==> config.mk <==
export PLATFORM = sky130hd
export DESIGN_NAME = raster_pair_streamer_flat
export DESIGN_NICKNAME = d
export VERILOG_FILES = /design/src/rtl/raster_streamer_pkg.sv /design/src/rtl/raster_pair_streamer_if.sv /design/src/rtl/raster_coord_counter.sv /design/src/rtl/raster_pair_streamer.sv /design/src/flat_wrapper.sv
export SDC_FILE = /design/constraint.sdc
export NUM_CORES = 1
export LEC_CHECK = 0
export BUFFER_PORTS_ARGS = -buffer_cell sky130_fd_sc_hd__buf_2
export CAP_MARGIN = 20
export CORE_MARGIN = 2
export CORE_UTILIZATION = 40
export CTS_BUF_LIST = sky130_fd_sc_hd__clkbuf_4
export DETAILED_ROUTE_END_ITERATION = 7
export SYNTH_ARGS = -nofsm -noshare
export SYNTH_HDL_FRONTEND = slang
export SYNTH_HIERARCHICAL = 1
export SYNTH_SLANG_ARGS = --single-unit
==> constraint.sdc <==
create_clock -name clk_i -period 6.8 [get_ports clk_i]
set_clock_uncertainty 0.15 [all_clocks]
set_input_delay 1.36 -clock clk_i [delete_from_list [all_inputs] [get_ports clk_i]]
set_output_delay 1.36 -clock clk_i [all_outputs]
set_load 0.05 [all_outputs]
==> src/rtl/raster_streamer_pkg.sv <==
// ============================================================================
// Module   : raster_streamer_pkg
// Purpose  : Shared types and helpers for the raster pair streamer.
// Revision : 1.0 - initial release
// ============================================================================
`default_nettype none

package raster_streamer_pkg;

    typedef enum logic [1:0] {
        ST_IDLE   = 2'd0,
        ST_ACTIVE = 2'd1,
        ST_HBLANK = 2'd2,
        ST_VBLANK = 2'd3
    } state_e;

    typedef struct packed {
        logic [7:0] plus;
        logic [7:0] minus;
    } pixel_pair_t;

    typedef logic [15:0] coord_t;

    localparam int unsigned c_coord_max = 65535;

    // Blank counter wide enough for the larger of the two blanking loads.
    function automatic int unsigned blank_cnt_width(input int unsigned h, input int unsigned v);
        int unsigned m;
        m = (h > v) ? h : v;
        return (m == 0) ? 1 : $clog2(m + 1);
    endfunction

endpackage

`default_nettype wire

==> src/rtl/raster_pair_streamer_if.sv <==
// ============================================================================
// Module   : raster_pair_streamer_if
// Purpose  : Pixel-pair input handshake and raster output stream bundle.
// Revision : 1.0 - initial release
// ============================================================================
`default_nettype none

interface raster_pair_streamer_if;
    import raster_streamer_pkg::*;

    logic [7:0] pix_plus;
    logic [7:0] pix_minus;
    logic       pix_valid;
    logic       pix_ready;
    logic [7:0] rho_plus;
    logic [7:0] rho_minus;
    coord_t     col;
    coord_t     row;
    logic       valid;

    modport master (
        output pix_plus, pix_minus, pix_valid,
        input  pix_ready, rho_plus, rho_minus, col, row, valid
    );

    modport slave (
        input  pix_plus, pix_minus, pix_valid,
        output pix_ready, rho_plus, rho_minus, col, row, valid
    );
endinterface

`default_nettype wire

==> src/rtl/raster_coord_counter.sv <==
// ============================================================================
// Module   : raster_coord_counter
// Purpose  : Column/row position counter for one raster frame.
// Revision : 1.0 - initial release
// ============================================================================
`default_nettype none

module raster_coord_counter
    import raster_streamer_pkg::*;
#(
    parameter int unsigned IMAGE_WIDTH  = 640,
    parameter int unsigned IMAGE_HEIGHT = 480
) (
    input  wire logic clk_i,
    input  wire logic rst_i,
    input  wire logic advance_i,
    input  wire logic clear_i,
    output coord_t    col_o,
    output coord_t    row_o,
    output logic      last_in_row_o,
    output logic      last_in_frame_o
);
    localparam coord_t c_last_col = coord_t'(IMAGE_WIDTH - 1);
    localparam coord_t c_last_row = coord_t'(IMAGE_HEIGHT - 1);

    coord_t col_q, col_d;
    coord_t row_q, row_d;

    assign last_in_row_o   = (col_q == c_last_col);
    assign last_in_frame_o = last_in_row_o && (row_q == c_last_row);
    assign col_o           = col_q;
    assign row_o           = row_q;

    always_comb begin
        col_d = col_q;
        row_d = row_q;
        if (clear_i) begin
            col_d = '0;
            row_d = '0;
        end else if (advance_i) begin
            if (last_in_row_o) begin
                col_d = '0;
                row_d = last_in_frame_o ? '0 : row_q + 16'd1;
            end else begin
                col_d = col_q + 16'd1;
            end
        end
    end

    always_ff @(posedge clk_i) begin
        if (!rst_i) begin
            col_q <= '0;
            row_q <= '0;
        end else begin
            col_q <= col_d;
            row_q <= row_d;
        end
    end
endmodule

`default_nettype wire

==> src/rtl/raster_pair_streamer.sv <==
// ============================================================================
// Module   : raster_pair_streamer
// Purpose  : Turns handshaked rho+/rho- pixel pairs into a blanked raster
//            stream. Define RASTER_STREAMER_TEST_PATTERN_EN for a built-in
//            coordinate test pattern instead of the pixel input.
// Revision : 1.0 - initial release
// ============================================================================
`default_nettype none

module raster_pair_streamer
    import raster_streamer_pkg::*;
#(
    parameter int unsigned IMAGE_WIDTH  = 640,
    parameter int unsigned IMAGE_HEIGHT = 480,
    parameter int unsigned H_BLANK      = 16,
    parameter int unsigned V_BLANK      = 10240
) (
    input  wire logic              clk_i,
    input  wire logic              rst_i,
    input  wire logic              start_i,
    input  wire logic              continuous_i,
    raster_pair_streamer_if.slave  px,
    output logic                   busy_o,
    output logic                   frame_done_o,
    output logic [31:0]            stall_cycles_o
);
    if (IMAGE_WIDTH > c_coord_max || IMAGE_HEIGHT > c_coord_max) begin : g_dim_check
        $error("raster_pair_streamer: IMAGE_WIDTH/IMAGE_HEIGHT must be <= 65535");
    end

    localparam int unsigned c_blank_w = blank_cnt_width(H_BLANK, V_BLANK);
    localparam logic [c_blank_w-1:0] c_h_load = c_blank_w'((H_BLANK > 0) ? H_BLANK - 1 : 0);
    localparam logic [c_blank_w-1:0] c_v_load = c_blank_w'((V_BLANK > 0) ? V_BLANK - 1 : 0);
    localparam logic [c_blank_w-1:0] c_blank_one = c_blank_w'(1);

    state_e                 state_q, state_d;
    logic [c_blank_w-1:0]   blank_q, blank_d;
    pixel_pair_t            pix_q, pix_d;
    coord_t                 col_q, col_d;
    coord_t                 row_q, row_d;
    logic                   valid_q, valid_d;
    logic                   busy_q, busy_d;
    logic                   done_q, done_d;
    logic [31:0]            stall_q, stall_d;

    logic                   w_active;
    logic                   w_accept;
    logic                   w_stall;
    logic                   w_coord_clear;
    logic                   w_stall_clear;
    logic                   w_frame_end;
    pixel_pair_t            w_pixel;
    coord_t                 w_col;
    coord_t                 w_row;
    logic                   w_last_in_row;
    logic                   w_last_in_frame;

    assign w_active = (state_q == ST_ACTIVE);

`ifdef RASTER_STREAMER_TEST_PATTERN_EN
    logic w_unused_pix;
    assign w_unused_pix  = ^{px.pix_plus, px.pix_minus, px.pix_valid};
    assign w_accept      = w_active;
    assign w_stall       = 1'b0;
    assign w_pixel.plus  = w_col[7:0] ^ w_row[7:0];
    assign w_pixel.minus = w_col[7:0] + w_row[7:0];
    assign px.pix_ready  = 1'b0;
`else
    assign w_accept      = w_active && px.pix_valid;
    assign w_stall       = w_active && !px.pix_valid;
    assign w_pixel.plus  = px.pix_plus;
    assign w_pixel.minus = px.pix_minus;
    assign px.pix_ready  = w_active;
`endif

    raster_coord_counter #(
        .IMAGE_WIDTH  (IMAGE_WIDTH),
        .IMAGE_HEIGHT (IMAGE_HEIGHT)
    ) u_coord (
        .clk_i           (clk_i),
        .rst_i           (rst_i),
        .advance_i       (w_accept),
        .clear_i         (w_coord_clear),
        .col_o           (w_col),
        .row_o           (w_row),
        .last_in_row_o   (w_last_in_row),
        .last_in_frame_o (w_last_in_frame)
    );

    always_comb begin
        state_d       = state_q;
        blank_d       = blank_q;
        w_coord_clear = 1'b0;
        w_stall_clear = 1'b0;
        w_frame_end   = 1'b0;
        done_d        = 1'b0;
        unique case (state_q)
            ST_IDLE: begin
                if (start_i) begin
                    state_d       = ST_ACTIVE;
                    w_coord_clear = 1'b1;
                    w_stall_clear = 1'b1;
                end
            end
            ST_ACTIVE: begin
                if (w_accept && w_last_in_row) begin
                    if (w_last_in_frame) begin
                        if (V_BLANK == 0) begin
                            w_frame_end = 1'b1;
                        end else begin
                            state_d = ST_VBLANK;
                            blank_d = c_v_load;
                        end
                    end else if (H_BLANK != 0) begin
                        state_d = ST_HBLANK;
                        blank_d = c_h_load;
                    end
                end
            end
            ST_HBLANK: begin
                if (blank_q == '0) begin
                    state_d = ST_ACTIVE;
                end else begin
                    blank_d = blank_q - c_blank_one;
                end
            end
            ST_VBLANK: begin
                if (blank_q == '0) begin
                    w_frame_end = 1'b1;
                end else begin
                    blank_d = blank_q - c_blank_one;
                end
            end
            default: state_d = ST_IDLE;
        endcase

        // A finished frame either rearms immediately or parks in IDLE.
        if (w_frame_end) begin
            done_d = 1'b1;
            if (continuous_i) begin
                state_d       = ST_ACTIVE;
                w_coord_clear = 1'b1;
                w_stall_clear = 1'b1;
            end else begin
                state_d = ST_IDLE;
            end
        end
    end

    always_comb begin
        valid_d = w_accept;
        pix_d   = w_accept ? w_pixel : pix_q;
        col_d   = w_accept ? w_col   : col_q;
        row_d   = w_accept ? w_row   : row_q;
        busy_d  = (state_q != ST_IDLE);
        stall_d = stall_q;
        if (w_stall_clear) begin
            stall_d = '0;
        end else if (w_stall && (stall_q != '1)) begin
            stall_d = stall_q + 32'd1;
        end
    end

    always_ff @(posedge clk_i) begin
        if (!rst_i) begin
            state_q <= ST_IDLE;
            blank_q <= '0;
            pix_q   <= '0;
            col_q   <= '0;
            row_q   <= '0;
            valid_q <= 1'b0;
            busy_q  <= 1'b0;
            done_q  <= 1'b0;
            stall_q <= '0;
        end else begin
            state_q <= state_d;
            blank_q <= blank_d;
            pix_q   <= pix_d;
            col_q   <= col_d;
            row_q   <= row_d;
            valid_q <= valid_d;
            busy_q  <= busy_d;
            done_q  <= done_d;
            stall_q <= stall_d;
        end
    end

    assign px.rho_plus     = pix_q.plus;
    assign px.rho_minus    = pix_q.minus;
    assign px.col          = col_q;
    assign px.row          = row_q;
    assign px.valid        = valid_q;
    assign busy_o          = busy_q;
    assign frame_done_o    = done_q;
    assign stall_cycles_o  = stall_q;
endmodule

`default_nettype wire

==> src/flat_wrapper.sv <==
// flat-port wrapper written by rule: the top's interface ports become plain ports
module raster_pair_streamer_flat import raster_streamer_pkg::*;
#(
    parameter int unsigned IMAGE_WIDTH  = 640,
    parameter int unsigned IMAGE_HEIGHT = 480,
    parameter int unsigned H_BLANK      = 16,
    parameter int unsigned V_BLANK      = 10240
)
  (clk_i, rst_i, start_i, continuous_i, busy_o, frame_done_o, stall_cycles_o, px_pix_plus, px_pix_minus, px_pix_valid, px_pix_ready, px_rho_plus, px_rho_minus, px_col, px_row, px_valid);
  raster_pair_streamer_if px_i ();
  input  wire logic clk_i;
  input  wire logic rst_i;
  input  wire logic start_i;
  input  wire logic continuous_i;
  output logic busy_o;
  output logic frame_done_o;
  output logic [31:0] stall_cycles_o;
  input wire logic [$bits(px_i.pix_plus)-1:0] px_pix_plus;
  input wire logic [$bits(px_i.pix_minus)-1:0] px_pix_minus;
  input wire logic [$bits(px_i.pix_valid)-1:0] px_pix_valid;
  output wire logic [$bits(px_i.pix_ready)-1:0] px_pix_ready;
  output wire logic [$bits(px_i.rho_plus)-1:0] px_rho_plus;
  output wire logic [$bits(px_i.rho_minus)-1:0] px_rho_minus;
  output wire logic [$bits(px_i.col)-1:0] px_col;
  output wire logic [$bits(px_i.row)-1:0] px_row;
  output wire logic [$bits(px_i.valid)-1:0] px_valid;
  assign px_i.pix_plus = px_pix_plus;
  assign px_i.pix_minus = px_pix_minus;
  assign px_i.pix_valid = px_pix_valid;
  assign px_pix_ready = px_i.pix_ready;
  assign px_rho_plus = px_i.rho_plus;
  assign px_rho_minus = px_i.rho_minus;
  assign px_col = px_i.col;
  assign px_row = px_i.row;
  assign px_valid = px_i.valid;
  raster_pair_streamer #(.IMAGE_WIDTH(IMAGE_WIDTH), .IMAGE_HEIGHT(IMAGE_HEIGHT), .H_BLANK(H_BLANK), .V_BLANK(V_BLANK)) u_core (.clk_i(clk_i), .rst_i(rst_i), .start_i(start_i), .continuous_i(continuous_i), .px(px_i), .busy_o(busy_o), .frame_done_o(frame_done_o), .stall_cycles_o(stall_cycles_o));
endmodule
Word-level counts from Yosys, hierarchy flattened:

Index checks and enable logic that the tools add are counted.

* bits in registers: 131
* bits of input ports: 21
* output and inout port bits: 84
* logic and storage cells: 64

* add/sub/neg operators: 4
* equal/unequal tests: 11
* multiplexer cells: 20
* bitwise operators: 1
* reductions and logical operators: 16

Operator list (count)
* two-way mux 14 bit: 3
* adder 16 x 1 -> 16 bit (second input constant): 2
* adder 32 x 1 -> 32 bit (second input constant): 1
* two-way mux 16 bit: 2
* inequality test 32 bit (second input constant): 1
* case mux 14 bit (2 select lines): 1
* == test 16 x 10 -> 1 bit (second input constant): 1
* == test 16 x 9 -> 1 bit (second input constant): 1
* logical NOT 14 bit: 1
* subtractor 14 x 1 -> 14 bit (second input constant): 1
* two-way mux 1 bit: 9
* two-way mux 2 bit: 4
* case mux 2 bit (3 select lines): 1
* logical AND 1 bit: 5
* == test 2 bit (second input constant): 2
* inequality test 2 bit (second input constant): 2
* AND reduction 4 bit: 1
* nonzero test 2 bit: 2
* nonzero test 4 bit: 1
* OR reduction 2 bit: 2
* inequality test 3 x 1 -> 1 bit (second input constant): 1
* inequality test 3 x 2 -> 1 bit (second input constant): 1
* inequality test 3 bit (second input constant): 1
* AND reduction 3 bit: 1
* 5 further kinds: 5

Longest topological paths before layout:

* depth in word-level cells: 6
* gate-level depth with buffers: 11

Modules after synthesis:

Netlist, hierarchy kept.

By module, submodules not included
* raster_pair_streamer: instances 1, cells each 529, area each 4169.0 µm²
* raster_coord_counter: instances 1, cells each 199, area each 1650.3 µm²

Worst setup path after synthesis:

Ideal clock, no wire load.

* path type: input -> register
* from: input px_pix_valid
* to: register u_core.u_coord.row_q[11], in the netlist u_core/u_coord/row_o[11]
* library setup time: 70 ps
* arrival: 3283 ps
* data required time: 6580 ps
* setup slack: 3298 ps
* cell stages on the path: 9
* path through: nand2_1 -> clkinv_1 -> clkbuf_1 -> clkbuf_1 -> and4_1 -> nand4_1 -> clkbuf_1 -> or4_1 -> a21oi_1

* cells in the longest elaborated chain, start to end: 2

RTL lines
* from (decl): RTL line flat_wrapper.sv:20 `input wire logic [$bits(px_i.pix_valid)-1:0] px_pix_valid;`
* logical AND 1 bit: RTL line raster_pair_streamer.sv:69 `assign w_accept = w_active && px.pix_valid;`
* named net u_core.valid_d: RTL line raster_pair_streamer.sv:41 `logic valid_q, valid_d;`
* AND reduction 2 bit (no source line)
* to (signal assigned): RTL line raster_coord_counter.sv:56 `row_q <= row_d;`
* to (decl): RTL line raster_coord_counter.sv:27 `coord_t row_q, row_d;`

The timed path passes the listed nets, and every way through them passes these cells.
A chain may end at the register's enable or synchronous reset.

Final worst setup path:

* from: input px_pix_valid
* to: register u_core.u_coord.row_q[12], in the netlist u_core/u_coord/row_o[12]

* cells in the longest elaborated chain, start to end: 2

RTL lines (RTL line)
* logical AND 1 bit: raster_pair_streamer.sv:69
* AND reduction 2 bit (no source line)

No other way between the ends.

==> summary.txt <==
Die
  – Num ports: 105
  – Initial core utilization: 0.405
  – Die Wd: 125 um
  – Die height: 125 um
  – Core box area: 14400 um2
  – Die area: 15500 um2
  – Cell row count: 44

Final layout
  – Nets: 837
  – ANT cells: 0
  – Layout cell share with drive strength beyond 1: 0.171
  – Synth-to-Final Area Change: 14.4%
  – Filler Cell Count: 1410
  – Final instance area: 6660 um2

Place
  – Dpl ws: 2.71 ns
  – Dpl cell area: 6430 um2
  – PortBufs: 104
  – Placer's final routability congestion estimate: 0.795
  – HPWL after DPL: 10.2 mm

Clock tree
  – Post CTS Setup Buffer Count: 0
  – Worst-path clk slew: 0.10 ns
  – CTS Buffer Depth: 2
  – Post-cts resize count: 0
  – Total CTS buffers: 17
  – Clock latency on the worst-skew pair: 0.52 ns
  – Clk root buf: clkbuf_4
  – # H-tree levels: 4
  – CTS tree: built
  – CTS sink count: 131
  – Hold-fix buffers, CTS: 0

Critical path
  – Critical path depth: 8
  – Crit path buffers/inverters: 3
  – Startpoint Class: input port
  – Cell-by-cell trace of the critical path: buf_2 > nand2_1 > buf_4 > clkinv_1 > and4_1 > nand4_1 > or4_1 > a21oi_1
  – R2r worst-path depth: 8
  – Crit path required time: 7.10 ns
  – CP peak stage delay: 0.83 ns
  – CP top delay family: simple AND/OR/NAND/NOR gates
  – Slowest-stage cell, CP: or4_1
  – CP Max Fanout: 50
  – CP arrival: 3.93 ns
  – WS Path Type: in -> reg
  – Critical path capture point type: flop

Power and ir drop
  – Switching Fraction: 0.259
  – PwrDens: 196 nW/um2
  – Clk pwr share: 0.353
  – Combinational Power Share: 0.053
  – Register share of total power: 0.593
  – Static Leak: 0.00240 uW
  – Peak supply drop: 136 uV
  – Pint: 969 uW
  – Net Switching: 339 uW

Route
  – Final WL: 14.7 mm
  – Initial drt markers: 314
  – Vias per std cell: 5.54
  – First drt pass iteration count: 5
  – DR DRC count: 0
  – Wire per inst: 14.6 um
  – Vias after detailed routing: 5574
  – Antenna viol nets, final: 0

STA
  – PnR worst setup slack: 3.17 ns
  – FMAX: 276 MHz
  – Hold WS: 0.309 ns
  – Final setup vio count: 0
  – Hold Vio Cnt, Final: 0
  – Slew margin rel.: 0.309
  – Worst slew pin tran: 1.04 ns
  – Final setup TNS: 0 ns
  – Unrepaired setup endpoints after global routing: false
  – Period minus WS final: 3.63 ns
  – Fin crit share: 0.533
  – Slew Viols, Final: 0

Synth
  – Avg Synthesized Cell Area: 7.99 um2
  – Top FF cell, synth: dfxtp_1
  – Mapped cell area: 5820 um2
  – Top cell type's share of synthesized area: 0.451
  – Sequential area share after synthesis: 0.451
  – Post-synth EDFFs: 0
  – Async set-reset flop share out of synthesis: 0
  – Distinct cells, synth: 53
  – Post-Syn Instances: 728
  – Yosys top cell by area: dfxtp_1
  – Most common cell in the netlist: nand2_1
  – Post-Syn Nets: 753
  – Top cells by count, synth: nand2_1 (148), dfxtp_1 (131), a21oi_1 (104)
  – Synth Warn #: 6
  – Synth top area cells: dfxtp_1 (45%), nand2_1 (9.5%), a21oi_1 (8.9%), or3_1 (3.1%), o21ai_0 (2.8%)
  – Synth Register Bits: 131

Worst hold path
  – Worst Hold Class: reg -> reg
  – Hold depth: 2

GRT
  – First-pass GRT wire length: 24.6 mm
  – Number of global-route vias before repair: 5076
  – GRT Overall Usage: 0.190
  – Largest net degree at the start of global routing: 60
  – Initial antenna violation count: 0
  – GR Overflow Total: 0

Flow run
  – Max_cap viols: 0

Outcome
  – Status: complete, no violations
[per-stage QoR]
step | power, uW | std cells | utilization
3_3_place_gp | 863 | 977 | 0.447
4_1_cts | 1330 | 1007 | 0.464
5_1_grt | 1370 | 1007 | 0.464
3_5_place_dp | 864 | 977 | 0.447
2_1_floorplan | 844 | 728 | -
6_report | 1310 | 1007 | 0.464
[power by group through the flow]
stage	Clock, uW	Combinational [uW]	Sequential (uW)
after floorplan	0	34.4	810
after global placement	0	69.7	793
after detailed placement	0	70.4	794
after CTS	482	70.4	776
after global routing	515	76.5	777
final	462	69.9	776
[worst register-to-register path, delay by kind of cell, from the launching register on]
family | cells | cell delay [ns]
flip-flops | 1 | 0.47
AND/OR/NAND/NOR | 5 | 2.21
buffers and inverters | 2 | 0.42
AO/OA/AOI/OAI | 1 | 0.16
[cell usage in the layout, fill, tap and decap left out, drive strengths merged, types with 4 or more instances in the layout]
cell	Yosys	routed
nand3	19	19
a31oi	5	5
nor2	31	31
o31ai	15	15
a211oi	6	6
nor3	10	10
ha	4	4
or4	18	18
clkinv	1	6
and2	4	4
clkinvlp	0	4
o21ai	32	32
or3	29	29
clkbuf	40	19
nand2	148	148
a21oi	104	104
and4	11	11
and3	7	7
xnor2	13	13
nand4	23	23
dfxtp	131	131
buf	3	108
nor4	12	12
inv	15	16
xor2	7	7
[layout make-up]
cell class                      instances  area, um2  share of cell area
Timing Repair Buffer                  108        551              0.0827
Clock buffer                           19        143              0.0214
Sequential cell                       131       2620               0.394
Inverter                               16       60.1             0.00902
Multi-Input combinational cell        538       2960               0.445
Clock inverter                         11       90.1              0.0135
Tap cell                              184        230              0.0346
[routing by layer]
| metal | share of wire | vias up | wire length (um) | GRT usage |
|---|---|---|---|---|
| li1 | - | 2785 | - | - |
| met1 | 0.47 | 2662 | 6850 | 0.249 |
| met2 | 0.48 | 113 | 7030 | 0.309 |
| met3 | 0.042 | 14 | 618 | 0.0485 |
| met4 | 0.012 | 0 | 175 | 0.0575 |
| met5 | 0 | - | 0 | 0 |
[path summary, 6_finish.rpt]
check                               from                  endpoint  slack (ns)
hold / removal    u_core/px.rho_minus[6]    u_core/px.rho_minus[6]        0.31
setup reg to reg       u_core/state_q[1]  u_core/u_coord/row_o[12]        3.31
hold reg to reg   u_core/px.rho_minus[6]    u_core/px.rho_minus[6]        0.31
setup / recovery            px_pix_valid  u_core/u_coord/row_o[12]        3.17
[kinds of logic (layout without fill, tap and decap cells)]
kind of cell | Yosys count | count (layout) | synth area share
AO/OA/AOI/OAI | 178 | 178 | 0.175
XOR/XNOR | 20 | 20 | 0.0301
AND/OR/NAND/NOR | 335 | 335 | 0.294
buffers and inverters | 59 | 154 | 0.0400
multiplexers | 1 | 1 | 0.00172
flip-flops | 131 | 131 | 0.451
adder cells (fa/ha/maj) | 4 | 4 | 0.00860
[flip-flops by register name (all words and copies together), names as in the netlist]
name and flops:
u_core/blank_q 14, u_core/busy_o 1, u_core/frame_done_o 1, u_core/px.col 16, u_core/px.rho_minus 8, u_core/px.rho_plus 8
u_core/px.row 16, u_core/px.valid 1, u_core/stall_cycles_o 32, u_core/state_q 2, u_core/u_coord/col_o 16, u_core/u_coord/row_o 16
Power figures use the tool's default switching activity.
